<file path="config.mk">
export PLATFORM = sky130hd
export DESIGN_NAME = hamming_uart_responder
export DESIGN_NICKNAME = d
export VERILOG_FILES = /design/src/rtl/hamming_uart_responder.sv
export SDC_FILE = /design/constraint.sdc
export NUM_CORES = 1
export LEC_CHECK = 0
export CAP_MARGIN = 25
export CORE_MARGIN = 1
export CORE_UTILIZATION = 38
export CTS_CLUSTER_DIAMETER = 120
export DETAILED_ROUTE_END_ITERATION = 8
export PLACE_DENSITY = 0.53
export SLEW_MARGIN = 5
export SYNTH_ARGS = -nofsm -noshare
export SYNTH_HDL_FRONTEND = slang
export SYNTH_SLANG_ARGS = --single-unit
</file>
<file path="constraint.sdc">
create_clock -name clk -period 2.4 [get_ports clk]
set_input_delay 0.36 -clock clk [delete_from_list [all_inputs] [get_ports clk]]
set_output_delay 0.36 -clock clk [all_outputs]
set_load 0.01 [all_outputs]
</file>
<file path="src/rtl/hamming_uart_responder.sv">
// Far-end responder: receives an 8N1 byte holding a Hamming(7,4) code word, corrects single-bit
// errors, exposes the decoded nibble and answers with one status/echo byte on its own TX line.
module hamming_uart_responder #(
   parameter int unsigned CLKS_PER_BIT = 16,
   parameter logic [7:0]  NAK_BYTE     = 8'h80
) (
   input  logic       clk,
   input  logic       rst_n,
   input  logic       ena,
   input  logic       rx,
   output logic       tx,
   output logic [3:0] data_out,
   output logic [2:0] syndrome_out,
   output logic       valid_out,
   output logic       frame_err,
   output logic       busy
);

   localparam int unsigned CNT_W = $clog2(CLKS_PER_BIT);
   localparam logic [CNT_W-1:0] BIT_LAST  = CNT_W'(CLKS_PER_BIT - 1);
   localparam logic [CNT_W-1:0] HALF_LAST = CNT_W'(CLKS_PER_BIT / 2 - 1);

   typedef enum logic [2:0] {
      IDLE, START, DATA, STOP, DECODE, TX_START, TX_DATA, TX_STOP
   } state_e;

   state_e           state_q, state_d;
   logic [CNT_W-1:0] cnt_q, cnt_d;
   logic [2:0]       bit_q, bit_d;
   logic             rx_meta_q, rx_meta_d, rxs_q, rxs_d;
   logic             armed_q, armed_d;
   logic [7:0]       rx_byte_q, rx_byte_d;
   logic [7:0]       tx_shift_q, tx_shift_d;
   logic             tx_q, tx_d;
   logic [3:0]       data_q, data_d;
   logic [2:0]       syn_q, syn_d;
   logic             valid_q, valid_d, ferr_q, ferr_d, busy_q, busy_d;

   // Syndrome over positions 1..7 (code[p-1]); the data bits sit at positions 3,5,6,7.
   logic [2:0] syn;
   logic [3:0] nibble;

   always_comb begin
      syn[0] = rx_byte_q[0] ^ rx_byte_q[2] ^ rx_byte_q[4] ^ rx_byte_q[6];
      syn[1] = rx_byte_q[1] ^ rx_byte_q[2] ^ rx_byte_q[5] ^ rx_byte_q[6];
      syn[2] = rx_byte_q[3] ^ rx_byte_q[4] ^ rx_byte_q[5] ^ rx_byte_q[6];
      nibble = {rx_byte_q[6], rx_byte_q[5], rx_byte_q[4], rx_byte_q[2]}
             ^ {syn == 3'd7, syn == 3'd6, syn == 3'd5, syn == 3'd3};
   end

   always_comb begin
      // NOTE: every *_d gets a default first so no path through the case infers a latch.
      state_d    = state_q;
      cnt_d      = cnt_q;
      bit_d      = bit_q;
      rx_meta_d  = rx;
      rxs_d      = rx_meta_q;
      armed_d    = 1'b0;
      rx_byte_d  = rx_byte_q;
      tx_shift_d = tx_shift_q;
      tx_d       = tx_q;
      data_d     = data_q;
      syn_d      = syn_q;
      valid_d    = 1'b0;
      ferr_d     = 1'b0;
      busy_d     = busy_q;

      unique case (state_q)
         IDLE: begin
            // A start needs a high line seen in IDLE first; a line already low is ignored.
            armed_d = rxs_q;
            cnt_d   = '0;
            if (armed_q && !rxs_q) begin
               state_d = START;
               busy_d  = 1'b1;
            end
         end
         START: begin
            cnt_d = cnt_q + CNT_W'(1);
            if (cnt_q == HALF_LAST) begin
               cnt_d = '0;
               bit_d = '0;
               if (rxs_q) begin
                  state_d = IDLE;
                  busy_d  = 1'b0;
               end else begin
                  state_d = DATA;
               end
            end
         end
         DATA: begin
            cnt_d = cnt_q + CNT_W'(1);
            if (cnt_q == BIT_LAST) begin
               cnt_d     = '0;
               rx_byte_d = {rxs_q, rx_byte_q[7:1]};
               bit_d     = bit_q + 3'd1;
               if (bit_q == 3'd7) state_d = STOP;
            end
         end
         STOP: begin
            cnt_d = cnt_q + CNT_W'(1);
            if (cnt_q == BIT_LAST) begin
               cnt_d = '0;
               if (rxs_q) begin
                  state_d = DECODE;
               end else begin
                  state_d = IDLE;
                  ferr_d  = 1'b1;
                  busy_d  = 1'b0;
               end
            end
         end
         DECODE: begin
            if (!rx_byte_q[7]) begin
               data_d     = nibble;
               syn_d      = syn;
               valid_d    = 1'b1;
               tx_shift_d = {syn != 3'd0, syn, nibble};
            end else begin
               tx_shift_d = NAK_BYTE;
            end
            tx_d    = 1'b0;
            cnt_d   = '0;
            state_d = TX_START;
         end
         TX_START: begin
            cnt_d = cnt_q + CNT_W'(1);
            if (cnt_q == BIT_LAST) begin
               cnt_d   = '0;
               bit_d   = '0;
               tx_d    = tx_shift_q[0];
               state_d = TX_DATA;
            end
         end
         TX_DATA: begin
            cnt_d = cnt_q + CNT_W'(1);
            if (cnt_q == BIT_LAST) begin
               cnt_d = '0;
               if (bit_q == 3'd7) begin
                  tx_d    = 1'b1;
                  state_d = TX_STOP;
               end else begin
                  bit_d      = bit_q + 3'd1;
                  tx_shift_d = {1'b0, tx_shift_q[7:1]};
                  tx_d       = tx_shift_q[1];
               end
            end
         end
         TX_STOP: begin
            cnt_d = cnt_q + CNT_W'(1);
            if (cnt_q == BIT_LAST) begin
               cnt_d   = '0;
               busy_d  = 1'b0;
               state_d = IDLE;
            end
         end
         default: state_d = IDLE;
      endcase
   end

   always_ff @(posedge clk or negedge rst_n) begin
      if (!rst_n) begin
         state_q    <= IDLE;
         cnt_q      <= '0;
         bit_q      <= '0;
         rx_meta_q  <= 1'b1;
         rxs_q      <= 1'b1;
         armed_q    <= 1'b0;
         rx_byte_q  <= '0;
         tx_shift_q <= '0;
         tx_q       <= 1'b1;
         data_q     <= '0;
         syn_q      <= '0;
         valid_q    <= 1'b0;
         ferr_q     <= 1'b0;
         busy_q     <= 1'b0;
      end else if (ena) begin
         // NOTE: non-blocking assignments so every flop samples pre-edge values.
         state_q    <= state_d;
         cnt_q      <= cnt_d;
         bit_q      <= bit_d;
         rx_meta_q  <= rx_meta_d;
         rxs_q      <= rxs_d;
         armed_q    <= armed_d;
         rx_byte_q  <= rx_byte_d;
         tx_shift_q <= tx_shift_d;
         tx_q       <= tx_d;
         data_q     <= data_d;
         syn_q      <= syn_d;
         valid_q    <= valid_d;
         ferr_q     <= ferr_d;
         busy_q     <= busy_d;
      end
   end

   // Pulses stay pending in their flops while frozen and appear on the first enabled cycle.
   assign tx           = tx_q;
   assign data_out     = data_q;
   assign syndrome_out = syn_q;
   assign valid_out    = valid_q & ena;
   assign frame_err    = ferr_q & ena;
   assign busy         = busy_q;

endmodule

</file>
==> flow_metrics.env, run 1 <==
export IMPL_port_buffers=14
export IMPL_seqPwrFrac_pct=44.4
export IMPL_yosysWarnings=0
export IMPL_end_kind="output pin"
export IMPL_drtIter0Drc=93
export IMPL_fillers=463
export IMPL_p_per_area_nw_per_um2=977.2
export IMPL_cap_violations=0
export IMPL_root_buffer="clkbuf_8"
export IMPL_finalSetupTns_ns=0
export IMPL_dpl_hpwl_um=3103
export IMPL_die_height_um=75.60
export IMPL_hold_violations=0
export IMPL_grt_pass1_vias=1570
export IMPL_cts_sinks=40
export IMPL_dpl_cell_count=292
export IMPL_yosys_top_cells_area="dfrtp_1 45%, mux2_2 6.6%, nand2_1 4.0%"
export IMPL_grt_max_degree=41
export IMPL_route_antenna_remaining_nets=0
export IMPL_nets=236
export IMPL_antenna_cells=0
export IMPL_syn_nets=213
export IMPL_cts_path_max_buffers=2
export IMPL_power_internal_w=0.001475
export IMPL_r2r_start="state_q[1]$_DFFE_PN0P_"
export IMPL_fin_worst_skew_ns=0.006186
export IMPL_p_clk_share_pct=19.5
export IMPL_initial_utilization_pct=39.79
export IMPL_ctsHtreeMaxLevel=2
export IMPL_placed_area_um2=2321
export IMPL_via_per_inst=5.283
export IMPL_arrival_ns=1.75
export IMPL_cp_max_fo=7
export IMPL_grt_ovfl_total=0
export IMPL_syn_to_final_growth_pct=17.26
export IMPL_startpoint_type="input port"
export IMPL_synthesis_area_um2=2058
export IMPL_dr_pass1_iters=4
export IMPL_finalWeightedCongestion=0.8847
export IMPL_path_class="in2out"
export IMPL_slew_headroom_pct=40.73
export IMPL_dieArea_um2=5715
export IMPL_final_cell_area_um2=2414
export IMPL_ys_flop_type="dfrtp_1"
export IMPL_rows=26
export IMPL_p_comb_share_pct=36.1
export IMPL_grt_pass1_wl_um=7176
export IMPL_finalCriticalPeriod_ns=2.113
export IMPL_core_area_um2=5172
export IMPL_rsz0062_at_grt="no"
export IMPL_vias=1585
export IMPL_finalMaxSlewViolations=0
export IMPL_synth_top_area_cell="dfrtp_1"
export IMPL_numCtsBuffers=5
export IMPL_synth_edf_count=0
export IMPL_avgSynthCellArea_um2=9.991
export IMPL_cts_resized=0
export IMPL_rr_endpoint="bit_q[0]$_DFFE_PN0P_"
export IMPL_clock_latency_ns=0.29
export IMPL_switching_share_pct=37.44
export IMPL_antenna_found_initial=0
export IMPL_drc=0
export IMPL_synth_seq_cells=40
export IMPL_finalNonFillerCells=300
export IMPL_die_w_um=75.60
export IMPL_worst_pin_slew_ns=0.8891
export IMPL_async_flop_share_pct=100.0
export IMPL_cp_data_required_time_ns=2.04
export IMPL_hold_ws_ns=0.1850
export IMPL_max_freq_mhz=473.2
export IMPL_drive_gt1_share_pct=15.65
export IMPL_tritoncts="yes"
export IMPL_ff2ff_path_depth=5
export IMPL_ir_drop_mv=0.4127
export IMPL_r2r_setup_slack_ns=0.46
export IMPL_synth_top_area_share_pct=44.98
export IMPL_post_cts_buffers=0
export IMPL_fin_util_pct=46.66
export IMPL_globalRouteTotalUtil_pct=17.02
export IMPL_drt_wl_total_um=4173
export IMPL_switchingPower_w=0.0008830
export IMPL_clk_transition_reported_paths_ns=0.08
export IMPL_hold_buffers=0
export IMPL_synth_cell_type_count=42
export IMPL_setup_viol=0
export IMPL_p_leak_nw=1.048
export IMPL_min_period_over_period_pct=88.04
export IMPL_yosysSeqAreaShare_pct=48.81
export IMPL_wl_per_cell_um=13.91
export IMPL_synthCells=206
export IMPL_status="completed"
export IMPL_pin_count=15
export IMPL_worstHoldPathType="in2async"
power by group through the flow:
| stage | combinational, W | clock (W) | sequential (W) |
|---|---|---|---|
| finish | 0.000851 | 0.000461 | 0.00105 |
| global route | 0.000961 | 0.000513 | 0.00108 |
| CTS | 0.000857 | 0.000488 | 0.00105 |
| detailed placement | 0.000853 | 0 | 0.00106 |
| global placement | 0.000831 | 0 | 0.00105 |
| floorplan | 0.000608 | 0 | 0.00101 |
final cells by class:
cell class,count,area (um^2),share of cell area (%)
flip-flops and latches,40,1005,41.63
clock inverters,2,10.01,0.4147
multi-input cells,151,996.0,41.26
well taps,70,87.58,3.629
clock buffers,6,82.58,3.421
inverters,8,30.03,1.244
repair buffers,23,202.7,8.398
critical path, cell delays in order:
cell	delay [ns]
clkdlybuf4s50_1	0.56
buf_4	0.18
and2_1	0.13
clkdlybuf4s50_1	0.53
placed cells by master (no fill, tap or decap), drive strengths merged, types with 4 or more instances in the layout:
cell type / netlist / layout
nand3: 10 / 10
clkdlybuf4s50: 0 / 13
nor2: 20 / 20
clkbuf: 6 / 6
nor3: 4 / 4
a21oi: 9 / 9
xnor2: 8 / 8
o21ai: 14 / 14
buf: 1 / 10
nand2b: 5 / 5
mux2: 12 / 12
inv: 8 / 8
nand2: 22 / 22
xor2: 6 / 6
dfrtp: 37 / 37
stage by stage:
stage	setup WS, ns	total power [W]
6_report	0.2869	0.002359
5_1_grt	0.2202	0.002553
4_1_cts	0.2801	0.002391
3_5_place_dp	0.2851	0.001911
3_3_place_gp	0.3075	0.001882
2_1_floorplan	0.6352	0.001621
synthesized netlist by cell type, types with 2 or more instances:
cell	n
nor2b_1	2
a21o_1	3
ha_1	3
a211oi_1	2
clkbuf_1	6
nor2_1	20
a41oi_1	2
a221oi_1	3
dfstp_2	3
nor3_1	4
a211o_1	2
mux2i_1	3
a21oi_1	9
xnor2_1	8
inv_1	8
o21ai_0	13
o211ai_1	2
dfrtp_1	37
mux2_2	12
nand3_1	10
nand2b_1	5
nand2_1	22
o2bb2ai_1	3
xor2_1	5
o22ai_1	2
cell families after synthesis:
| group | after synthesis | synth area share (%) |
|---|---|---|
| AND/OR/NAND/NOR | 69 | 15.93 |
| XOR/XNOR | 14 | 6.322 |
| multiplexers | 15 | 8.024 |
| buffers and inverters | 15 | 2.796 |
| AO/OA/AOI/OAI | 49 | 15.81 |
| adder cells (fa/ha/maj) | 4 | 2.310 |
| flip-flops | 40 | 48.81 |
how the worst max path moves through the flow:
stage | slack (ns) | startpoint | endpoint | depth (start not counted)
2_1_floorplan | 0.64 | bit_q[0]$_DFFE_PN0P_ | tx_shift_q[1]$_DFFE_PN0P_ | 6
3_3_place_gp | 0.31 | ena | valid_out | 4
3_5_place_dp | 0.29 | ena | valid_out | 4
4_1_cts | 0.28 | ena | valid_out | 4
5_1_grt | 0.22 | ena | valid_out | 4
6_report | 0.29 | ena | frame_err | 4
state kept, by name (all words and copies together) (netlist names), 3 cells and up:
name	count
bit_q	3
cnt_q	4
data_out	4
rx_byte_q	8
state_q	3
syndrome_out	3
tx_shift_q	8
layer usage:
layer,GRT usage [%],routed length (um)
met5,0,0
met4,8.025,78
met3,4.365,148
met2,28.87,2122
met1,20.24,1824
No activity file was read; power rests on OpenSTA's default activity.
==> inputs of run 2 (changes only) <==
Settings changed: CTS_BUF_LIST set to sky130_fd_sc_hd__clkbuf_2 sky130_fd_sc_hd__clkbuf_4 sky130_fd_sc_hd__clkbuf_8.
==> results of run 2 <==
The final DEF is identical to that of run 1; final timing and power are the same.
==> inputs of run 3 (changes only) <==
==> constraint.sdc (replaced) <==
create_clock -name clk -period 2.4 [get_ports clk]
set_input_delay 0.36 -clock clk [delete_from_list [all_inputs] [get_ports clk]]
set_output_delay 0.36 -clock clk [all_outputs]
set_load 0.02 [all_outputs]
==> run 3 against run 2 <==
Against the previous run:
- clock power down 2%
- via count down 0.44%
- setup slack worse by 0.041 ns
- global-route usage up 0.62 points
- cell count down 0.67%
- final area down 0.78%
- hold slack about the same
- first-iteration DRC count down 46%
- total power down 0.30%
- register-to-register slack about the same
- die area unchanged
- combinational power down 5.4%
==> flow_metrics.env, run 3 (same netlist as run 1, synthesis figures left out) <==
export IMPL_hold_violations=0
export IMPL_cts_resized=0
export IMPL_wl_per_cell_um=14.23
export IMPL_core_area_um2=5172
export IMPL_grt_pass1_wl_um=7424
export IMPL_finalWeightedCongestion=0.7895
export IMPL_fillers=492
export IMPL_startpoint_type="input port"
export IMPL_route_antenna_remaining_nets=0
export IMPL_cpMostUsedCell="clkdlybuf4s50_1"
export IMPL_use_met1_pct=19.72
export IMPL_tritoncts="yes"
export IMPL_die_w_um=75.60
export IMPL_grt_ovfl_total=0
export IMPL_antenna_cells=0
export IMPL_status="completed"
export IMPL_cp_data_required_time_ns=2.04
export IMPL_worstHoldPathType="in2async"
export IMPL_place_ws_ns=0.2362
export IMPL_root_buffer="clkbuf_8"
export IMPL_fin_worst_skew_ns=0.003975
export IMPL_rr_endpoint="bit_q[0]$_DFFE_PN0P_"
export IMPL_post_cts_buffers=0
export IMPL_path_class="in2out"
export IMPL_slowest_delay_ns=0.60
export IMPL_ir_drop_mv=0.3808
export IMPL_min_period_over_period_pct=89.74
export IMPL_die_height_um=75.60
export IMPL_hold_buffers=0
export IMPL_top_regs="rx_byte_q x8, tx_shift_q x8"
export IMPL_globalRouteTotalUtil_pct=17.64
export IMPL_rows=26
export IMPL_r2r_setup_slack_ns=0.45
export IMPL_power_w=0.002352
export IMPL_p_per_area_nw_per_um2=981.9
export IMPL_max_freq_mhz=464.3
export IMPL_rsz0062_at_grt="no"
export IMPL_cp_max_fo=5
export IMPL_finalSetupTns_ns=0
export IMPL_via_per_inst=5.295
export IMPL_ff2ff_path_depth=5
export IMPL_cts_path_max_buffers=2
export IMPL_end_kind="output pin"
export IMPL_crit_slowest_cell="clkdlybuf4s50_1"
export IMPL_setup_viol=0
export IMPL_r2r_start="state_q[1]$_DFFE_PN0P_"
export IMPL_nets=234
export IMPL_port_buffers=14
export IMPL_final_common_cell="dfrtp_1"
export IMPL_drtIter0Drc=50
export IMPL_drc=0
export IMPL_grt_pass1_vias=1642
export IMPL_multiInputGateArea_um2=996.0
export IMPL_finalMaxSlewViolations=0
export IMPL_worst_pin_slew_ns=0.9057
export IMPL_numCtsBuffers=5
export IMPL_crit_family="buffers and inverters"
export IMPL_grt_max_degree=41
export IMPL_dr_pass1_iters=5
export IMPL_dieArea_um2=5715
export IMPL_cap_violations=0
export IMPL_cts_sinks=40
export IMPL_initial_utilization_pct=39.79
export IMPL_path_buf_inv=3
export IMPL_seqCellArea_um2=1005
export IMPL_layout_common_cells="37 x dfrtp_1, 22 x nand2_1, 20 x nor2_1"
export IMPL_syn_to_final_growth_pct=16.35
export IMPL_ctsHtreeMaxLevel=2
export IMPL_p_leak_nw=1.037
export IMPL_drt_wl_total_um=4241
export IMPL_busiest_layer="met2"
export IMPL_vias=1578
export IMPL_drive_gt1_share_pct=14.91
export IMPL_clock_latency_ns=0.29
export IMPL_pin_count=15
export IMPL_met3_usage_pct=3.439
export IMPL_path_cells="clkdlybuf4s50_1 > inv_1 > nor2_1 > clkdlybuf4s50_1"
export IMPL_finalCriticalPeriod_ns=2.154
export IMPL_dpl_hpwl_um=3122
export IMPL_clk_transition_reported_paths_ns=0.07
export IMPL_arrival_ns=1.79
export IMPL_worst_slack_ns=0.2462
export IMPL_slew_headroom_pct=39.62
export IMPL_grtUsageMet2_pct=31.75
export IMPL_antenna_found_initial=0
## run 3: worst max-delay path by stage
| stage | start | end | depth (start not counted) |
|---|---|---|---|
| 6_report | ena | valid_out | 4 |
| 3_5_place_dp | ena | valid_out | 4 |
| 4_1_cts | ena | valid_out | 4 |
| 2_1_floorplan | bit_q[0]$_DFFE_PN0P_ | tx_shift_q[1]$_DFFE_PN0P_ | 6 |
| 3_3_place_gp | ena | valid_out | 4 |
| 5_1_grt | ena | valid_out | 4 |
## run 3: per-layer routing
| metal | share of wire, % | up-vias |
|---|---|---|
| li1 | - | 769 |
| met2 | 51 | 29 |
| met4 | 2.4 | 0 |
| met1 | 42 | 770 |
| met5 | 0 | - |
| met3 | 3.9 | 10 |
## run 3: area by class of cell
type,instances,area share [%]
clock buffer,7,3.501
clock inverter,1,0.2090
inverter,8,1.254
multi-input combinational,151,41.59
sequential,40,41.95
tap,70,3.657
timing repair buffer,21,7.837
## run 3: report_power, final
part           internal [W]  switching (W)
logic              0.000355       0.000450
registers          0.000867       0.000226
clock network      0.000227       0.000227
## run 3: stage by stage
step | area [um^2] | std cells | utilization (%) | hold WS, ns
6_report | 2395 | 298 | 46.30 | 0.1846
3_3_place_gp | 2306 | 290 | 44.58 | 0.4691
2_1_floorplan | 2058 | 206 | - | 0.06441
4_1_cts | 2395 | 298 | 46.30 | 0.2167
3_5_place_dp | 2306 | 290 | 44.58 | 0.4677
5_1_grt | 2395 | 298 | 46.30 | 0.2558
